`src/rtl/spy_readout_arbiter.sv`:
```
// Spy/readout arbiter: per-source FIFOs drained round-robin onto one registered
// output stream, with an orbit marker word inserted after every BC0.
//
// state  | meaning
// S_RUN  | grant data words round-robin; divert to S_MARK when a marker is pending
// S_MARK | load the orbit marker word, clear the pending flag, bump the orbit count
module spy_readout_arbiter #(
    parameter int NUM_SRC    = 4,
    parameter int DATA_W     = 36,
    parameter int BX_W       = 3,
    parameter int FIFO_DEPTH = 8,
    parameter int SRC_W      = 4
) (
    input  logic                       clk,
    input  logic                       reset,
    input  logic                       BC0,
    input  logic [NUM_SRC-1:0]         src_wr_en,
    input  logic [NUM_SRC*BX_W-1:0]    src_bx,
    input  logic [NUM_SRC*DATA_W-1:0]  src_data,
    output logic                       out_valid,
    input  logic                       out_ready,
    output logic                       out_marker,
    output logic [SRC_W-1:0]           out_src,
    output logic [BX_W-1:0]            out_bx,
    output logic [DATA_W-1:0]          out_data,
    output logic [NUM_SRC-1:0]         ovf,
    output logic [15:0]                drop_cnt
);

    localparam int PTR_W = $clog2(FIFO_DEPTH);
    localparam int ENT_W = BX_W + DATA_W;
    localparam int CNT_W = $clog2(NUM_SRC + 1);
    localparam logic [PTR_W:0] PTR_ONE = 1;

    typedef enum logic [0:0] {
        S_RUN  = 1'b0,
        S_MARK = 1'b1
    } state_t;

    state_t state;

    logic [ENT_W-1:0] mem    [NUM_SRC][FIFO_DEPTH];
    logic [PTR_W:0]   wr_ptr [NUM_SRC];
    logic [PTR_W:0]   rd_ptr [NUM_SRC];
    logic [PTR_W:0]   wr_vis [NUM_SRC];

    logic [NUM_SRC-1:0] avail;
    logic [NUM_SRC-1:0] full;
    logic [NUM_SRC-1:0] push;
    logic [NUM_SRC-1:0] drop;
    logic [NUM_SRC-1:0] pop;

    logic [SRC_W-1:0] rr_ptr;
    logic [SRC_W-1:0] grant_idx;
    logic             grant_vld;
    logic             free;
    logic             load_data;
    logic [ENT_W-1:0] head;

    logic             mark_pend;
    logic [15:0]      orbit;
    logic [CNT_W-1:0] n_drop;
    logic [16:0]      drop_sum;

    function automatic int wrap_src(input int i);
        return (i >= NUM_SRC) ? i - NUM_SRC : i;
    endfunction

    // Full is judged on the write pointer seen at the edge, so a same-edge pop never rescues a write.
    always_comb begin
        avail = '0;
        full  = '0;
        push  = '0;
        drop  = '0;
        for (int k = 0; k < NUM_SRC; k++) begin
            avail[k] = (wr_vis[k] != rd_ptr[k]);
            full[k]  = (wr_ptr[k][PTR_W] != rd_ptr[k][PTR_W]) &&
                       (wr_ptr[k][PTR_W-1:0] == rd_ptr[k][PTR_W-1:0]);
            push[k]  = src_wr_en[k] && !full[k];
            drop[k]  = src_wr_en[k] && full[k];
        end
    end

    always_comb begin
        free      = !out_valid || out_ready;
        grant_vld = 1'b0;
        grant_idx = '0;
        for (int i = 1; i <= NUM_SRC; i++) begin
            if (!grant_vld && avail[wrap_src(int'(rr_ptr) + i)]) begin
                grant_vld = 1'b1;
                grant_idx = SRC_W'(wrap_src(int'(rr_ptr) + i));
            end
        end
        load_data = free && (state == S_RUN) && !mark_pend && grant_vld;
        pop  = '0;
        head = '0;
        for (int k = 0; k < NUM_SRC; k++) begin
            pop[k] = load_data && (grant_idx == SRC_W'(k));
            if (grant_idx == SRC_W'(k))
                head = mem[k][rd_ptr[k][PTR_W-1:0]];
        end
    end

    always_comb begin
        n_drop = '0;
        for (int k = 0; k < NUM_SRC; k++)
            n_drop = n_drop + CNT_W'(drop[k]);
        drop_sum = {1'b0, drop_cnt} + 17'(n_drop);
    end

    always_ff @(posedge clk) begin
        for (int k = 0; k < NUM_SRC; k++) begin
            if (push[k])
                mem[k][wr_ptr[k][PTR_W-1:0]] <= {src_bx[k*BX_W +: BX_W], src_data[k*DATA_W +: DATA_W]};
        end
    end

    // wr_vis lags wr_ptr by one cycle: a new entry becomes grantable the cycle after it is written.
    always_ff @(posedge clk or negedge reset) begin
        if (!reset) begin
            for (int k = 0; k < NUM_SRC; k++) begin
                wr_ptr[k] <= '0;
                rd_ptr[k] <= '0;
                wr_vis[k] <= '0;
            end
        end else begin
            for (int k = 0; k < NUM_SRC; k++) begin
                if (push[k])
                    wr_ptr[k] <= wr_ptr[k] + PTR_ONE;
                if (pop[k])
                    rd_ptr[k] <= rd_ptr[k] + PTR_ONE;
                wr_vis[k] <= wr_ptr[k];
            end
        end
    end

    always_ff @(posedge clk or negedge reset) begin
        if (!reset) begin
            ovf      <= '0;
            drop_cnt <= '0;
        end else begin
            ovf      <= ovf | drop;
            drop_cnt <= drop_sum[16] ? 16'hFFFF : drop_sum[15:0];
        end
    end

    always_ff @(posedge clk or negedge reset) begin
        if (!reset) begin
            state      <= S_RUN;
            rr_ptr     <= SRC_W'(NUM_SRC - 1);
            mark_pend  <= 1'b0;
            orbit      <= '0;
            out_valid  <= 1'b0;
            out_marker <= 1'b0;
            out_src    <= '0;
            out_bx     <= '0;
            out_data   <= '0;
        end else begin
            mark_pend <= mark_pend | BC0;
            case (state)
                S_RUN: begin
                    if (free) begin
                        if (mark_pend) begin
                            state     <= S_MARK;
                            out_valid <= 1'b0;
                        end else if (load_data) begin
                            out_valid         <= 1'b1;
                            out_marker        <= 1'b0;
                            out_src           <= grant_idx;
                            {out_bx, out_data} <= head;
                            rr_ptr            <= grant_idx;
                        end else begin
                            out_valid <= 1'b0;
                        end
                    end
                end
                S_MARK: begin
                    // Output is always idle here: entering S_MARK cleared out_valid.
                    out_valid  <= 1'b1;
                    out_marker <= 1'b1;
                    out_src    <= '1;
                    out_bx     <= '0;
                    out_data   <= DATA_W'(orbit);
                    orbit      <= orbit + 16'd1;
                    mark_pend  <= BC0;
                    state      <= S_RUN;
                end
                default: state <= S_RUN;
            endcase
        end
    end

endmodule

```
`config.mk`:
```
export PLATFORM = sky130hd
export DESIGN_NAME = spy_readout_arbiter
export DESIGN_NICKNAME = d
export VERILOG_FILES = /design/src/rtl/spy_readout_arbiter.sv
export SDC_FILE = /design/constraint.sdc
export NUM_CORES = 1
export LEC_CHECK = 0
export ABC_AREA = 1
export CAP_MARGIN = 30
export CORE_MARGIN = 2
export CORE_UTILIZATION = 45
export DETAILED_ROUTE_END_ITERATION = 8
export PLACE_DENSITY = 0.69
export REMOVE_ABC_BUFFERS = 1
export SYNTH_ARGS = -nofsm -noshare
export SYNTH_HDL_FRONTEND = slang
export SYNTH_SLANG_ARGS = --single-unit
export TNS_END_PERCENT = 1
```
`constraint.sdc`:
```
create_clock -name clk -period 7 [get_ports clk]
set_input_delay 1.05 -clock clk [delete_from_list [all_inputs] [get_ports clk]]
set_output_delay 1.05 -clock clk [all_outputs]
set_load 0.02 [all_outputs]
```
==> results.json <==
{
  "worst_setup_path_start_kind": "register",
  "fin_worst_skew_ns": 0.03515,
  "synth_area_leaders": "edfxtp_1 (67%), dfrtp_1 (6.0%), nand2_1 (5.4%)",
  "synth_top_area_share_pct": 67.07,
  "dr_total_vias": 36360,
  "clock_sinks": 1383,
  "fp.dieH_um": 356.4,
  "rsz0062_at_grt": "false",
  "grt_pass1_wl_um": 214900,
  "drive_gt1_share_pct": 7.634,
  "drt-pass1-iter-count": 6,
  "cts_root_buf": "clkbuf_16",
  "ys_ff_latch": 1383,
  "gr-total-overflow": 0,
  "grt_max_degree": 97,
  "dieArea_um2": 127000,
  "status": "completed",
  "synthesis.area_um2": 55880,
  "routed_wl_um": 145600,
  "grt_use_total_pct": 22.68,
  "fin_nets": 4848,
  "synthArstFlopShare_pct": 9.761,
  "hold_violations": 0,
  "yosysUniqueCellTypes": 49,
  "worstSetupPathType": "reg -> reg",
  "rows": 129,
  "place_congestion": 0.8749,
  "cap_viol_max_count": 0,
  "yosysWarnings": 0,
  "required_ns": 7.64,
  "syn_inst": 4482,
  "fmax_mhz": 210.0,
  "initial_core_util_pct": 45.25,
  "cts_buffer_depth": 3,
  "tightest_slew_ns": 1.100,
  "final_cell_count_no_fill": 6425,
  "io_buffers": 228,
  "htree_num_levels": 4,
  "path_clk_slew_ns": 0.06,
  "cts_made_buffers": 141,
  "cts_tree": "built",
  "drv_slew": 0,
  "synthFlopType": "edfxtp_1",
  "first_iter_violations": 4235,
  "clock_latency_ns": 0.78,
  "wire_per_inst_um": 22.65,
  "synth_edf_count": 1248,
  "power_mw": 28.66,
  "place_inst": 6145,
  "p_leak_nw": 22.31,
  "ant_nets": 0,
  "drc": 0,
  "cts_hold_repair.buffers": 0,
  "period_minus_slack_ns": 4.762,
  "post-cts-setup-buffers": 0,
  "viasPerCell": 5.658,
  "setup_violations": 0,
  "place_hpwl_um": 85510,
  "p_per_area_nw_per_um2": 445.0,
  "synth_top_cell_by_area": "edfxtp_1",
  "yosysSeqAreaShare_pct": 73.12,
  "area_growth_pct": 15.25,
  "core_area_um2": 123500,
  "ir_drop_uv": 350.9,
  "fp.dieW_um": 356.4,
  "relSlewSlack_pct": 25.91,
  "crit_fanout": 84,
  "avgSynthCellArea_um2": 12.47,
  "synth.most_common_cell": "edfxtp_1",
  "ios": 229,
  "timing.final.crit_share_pct": 68.02,
  "grt_pass1_vias": 34030,
  "cp.arrival_ns": 5.40,
  "yosys-top-cells-count": "edfxtp_1 (1248), nand2_1 (811), o21ai_0 (568)",
  "cp-end-kind": "register",
  "cts_resized": 0,
  "grt_antenna_before_repair": 31,
  "holdCritPathClass": "in -> async"
}
## layout make-up
| type | count | area [um2] |
|---|---|---|
| Multi-Input combinational cell | 2698 | 13630 |
| Clock inverter | 77 | 638.1 |
| Fill cell | 10250 | 59080 |
| Antenna cell | 20 | 50.05 |
| Inverter | 127 | 493.0 |
| Timing Repair Buffer | 304 | 2884 |
| Sequential cell | 1383 | 40880 |
| Clock buffer | 179 | 3777 |
| Tap cell | 1637 | 2048 |
## worst max-delay path, cell delays in order (launching register included)
cell and delay, ns:
dfrtp_4 0.79, inv_4 0.52, nor2_1 0.08, nor3_1 0.28, nand4_1 0.36, fa_1 0.56, inv_1 0.09, fa_1 0.22
fa_1 0.22, nand3_1 0.13, nor4_1 0.49, nand2_1 0.21, nor2_1 0.22, inv_1 0.10, nor2_1 0.12, xor2_1 0.15
nand2_1 0.06
## per-stage QoR
stage	instance area, um2	setup TNS, ns	hold WS (ns)	util [%]	setup WS (ns)
after detailed placement	59890	0	0.4325	48.50	2.318
after global placement	59860	0	0.4201	48.48	2.330
after global routing	64360	0	0.3840	52.12	1.856
final	64400	0	0.3313	52.15	2.238
after CTS	64310	0	0.3110	52.08	2.236
after floorplan	54750	-325.66	0.4098	-	-1.163
## cells in the final DEF, fill, tap and decap left out, drive strengths merged, types with 2 or more instances in the layout
cell type / synthesis / layout
edfxtp: 1248 / 1248
nand2: 818 / 818
o21ai: 569 / 569
nor2: 554 / 554
clkdlybuf4s50: 0 / 227
clkbuf: 202 / 182
o22ai: 156 / 156
nand3: 141 / 141
dfrtp: 133 / 133
inv: 124 / 129
a21oi: 121 / 121
a32o: 109 / 109
buf: 72 / 74
clkinv: 3 / 63
xor2: 38 / 38
ha: 26 / 26
nor3: 25 / 25
o211ai: 24 / 24
a31oi: 24 / 24
o221ai: 23 / 23
xnor2: 22 / 22
diode: 0 / 20
o21bai: 17 / 17
nand4: 11 / 11
bufinv: 0 / 6
clkinvlp: 0 / 6
or2: 4 / 4
a21o: 3 / 3
fa: 3 / 3
nor4: 2 / 2
dfstp: 2 / 2
a21boi: 2 / 2
## sequential cells by signal, indices dropped and copies added, names as in the netlist, 3 cells and up
| signal | cells |
|---|---|
| wr_vis | 16 |
| rd_ptr | 16 |
| drop_cnt | 16 |
| out_src | 4 |
| rr_ptr | 4 |
| wr_ptr | 16 |
| out_bx | 3 |
| orbit | 16 |
| out_data | 36 |
| ovf | 4 |
| mem | 1248 |
## path summary, 6_finish.rpt
| kind | start | to | slack, ns | cells past startpoint |
|---|---|---|---|---|
| setup / recovery | rd_ptr[12] | drop_cnt[14] | 2.24 | 16 |
| hold / removal | reset | drop_cnt[10] | 0.33 | 1 |
| setup reg to reg | rd_ptr[12] | drop_cnt[14] | 2.24 | 16 |
| hold reg to reg | wr_ptr[3] | wr_vis[3] | 0.44 | 0 |
| max in group asynchronous | reset | rd_ptr[8] | 5.36 | 2 |
| min in group clk | wr_ptr[3] | wr_vis[3] | 0.44 | 0 |
## per-layer routing
metal  wire (um)  vias up  GRT usage [%]  part of all wire [%]
li1            -    16630              -                     -
met1       59050    17990          31.26                    41
met2       67460     1495          34.95                    46
met3       14570      216          5.714                    10
met4        4334       22          8.270                   3.0
met5         131        -              0                 0.090
## logic make-up after synthesis
family / after synthesis / share of synthesized area (%)
simple gates: 1558 / 11.20
flops: 1383 / 73.12
compound gates: 1051 / 11.18
buf+inv: 401 / 2.877
xor+xnor: 60 / 0.9405
fa+ha+maj: 29 / 0.6897
## power breakdown
group	internal (mW)	leakage, nW	total, mW	switching, mW
Sequential	10.4	13.0	11.1	0.680
Combinational	2.85	7.19	10.3	7.47
Clock	4.07	2.15	7.21	3.15
No activity file was read; power rests on OpenSTA's default activity.
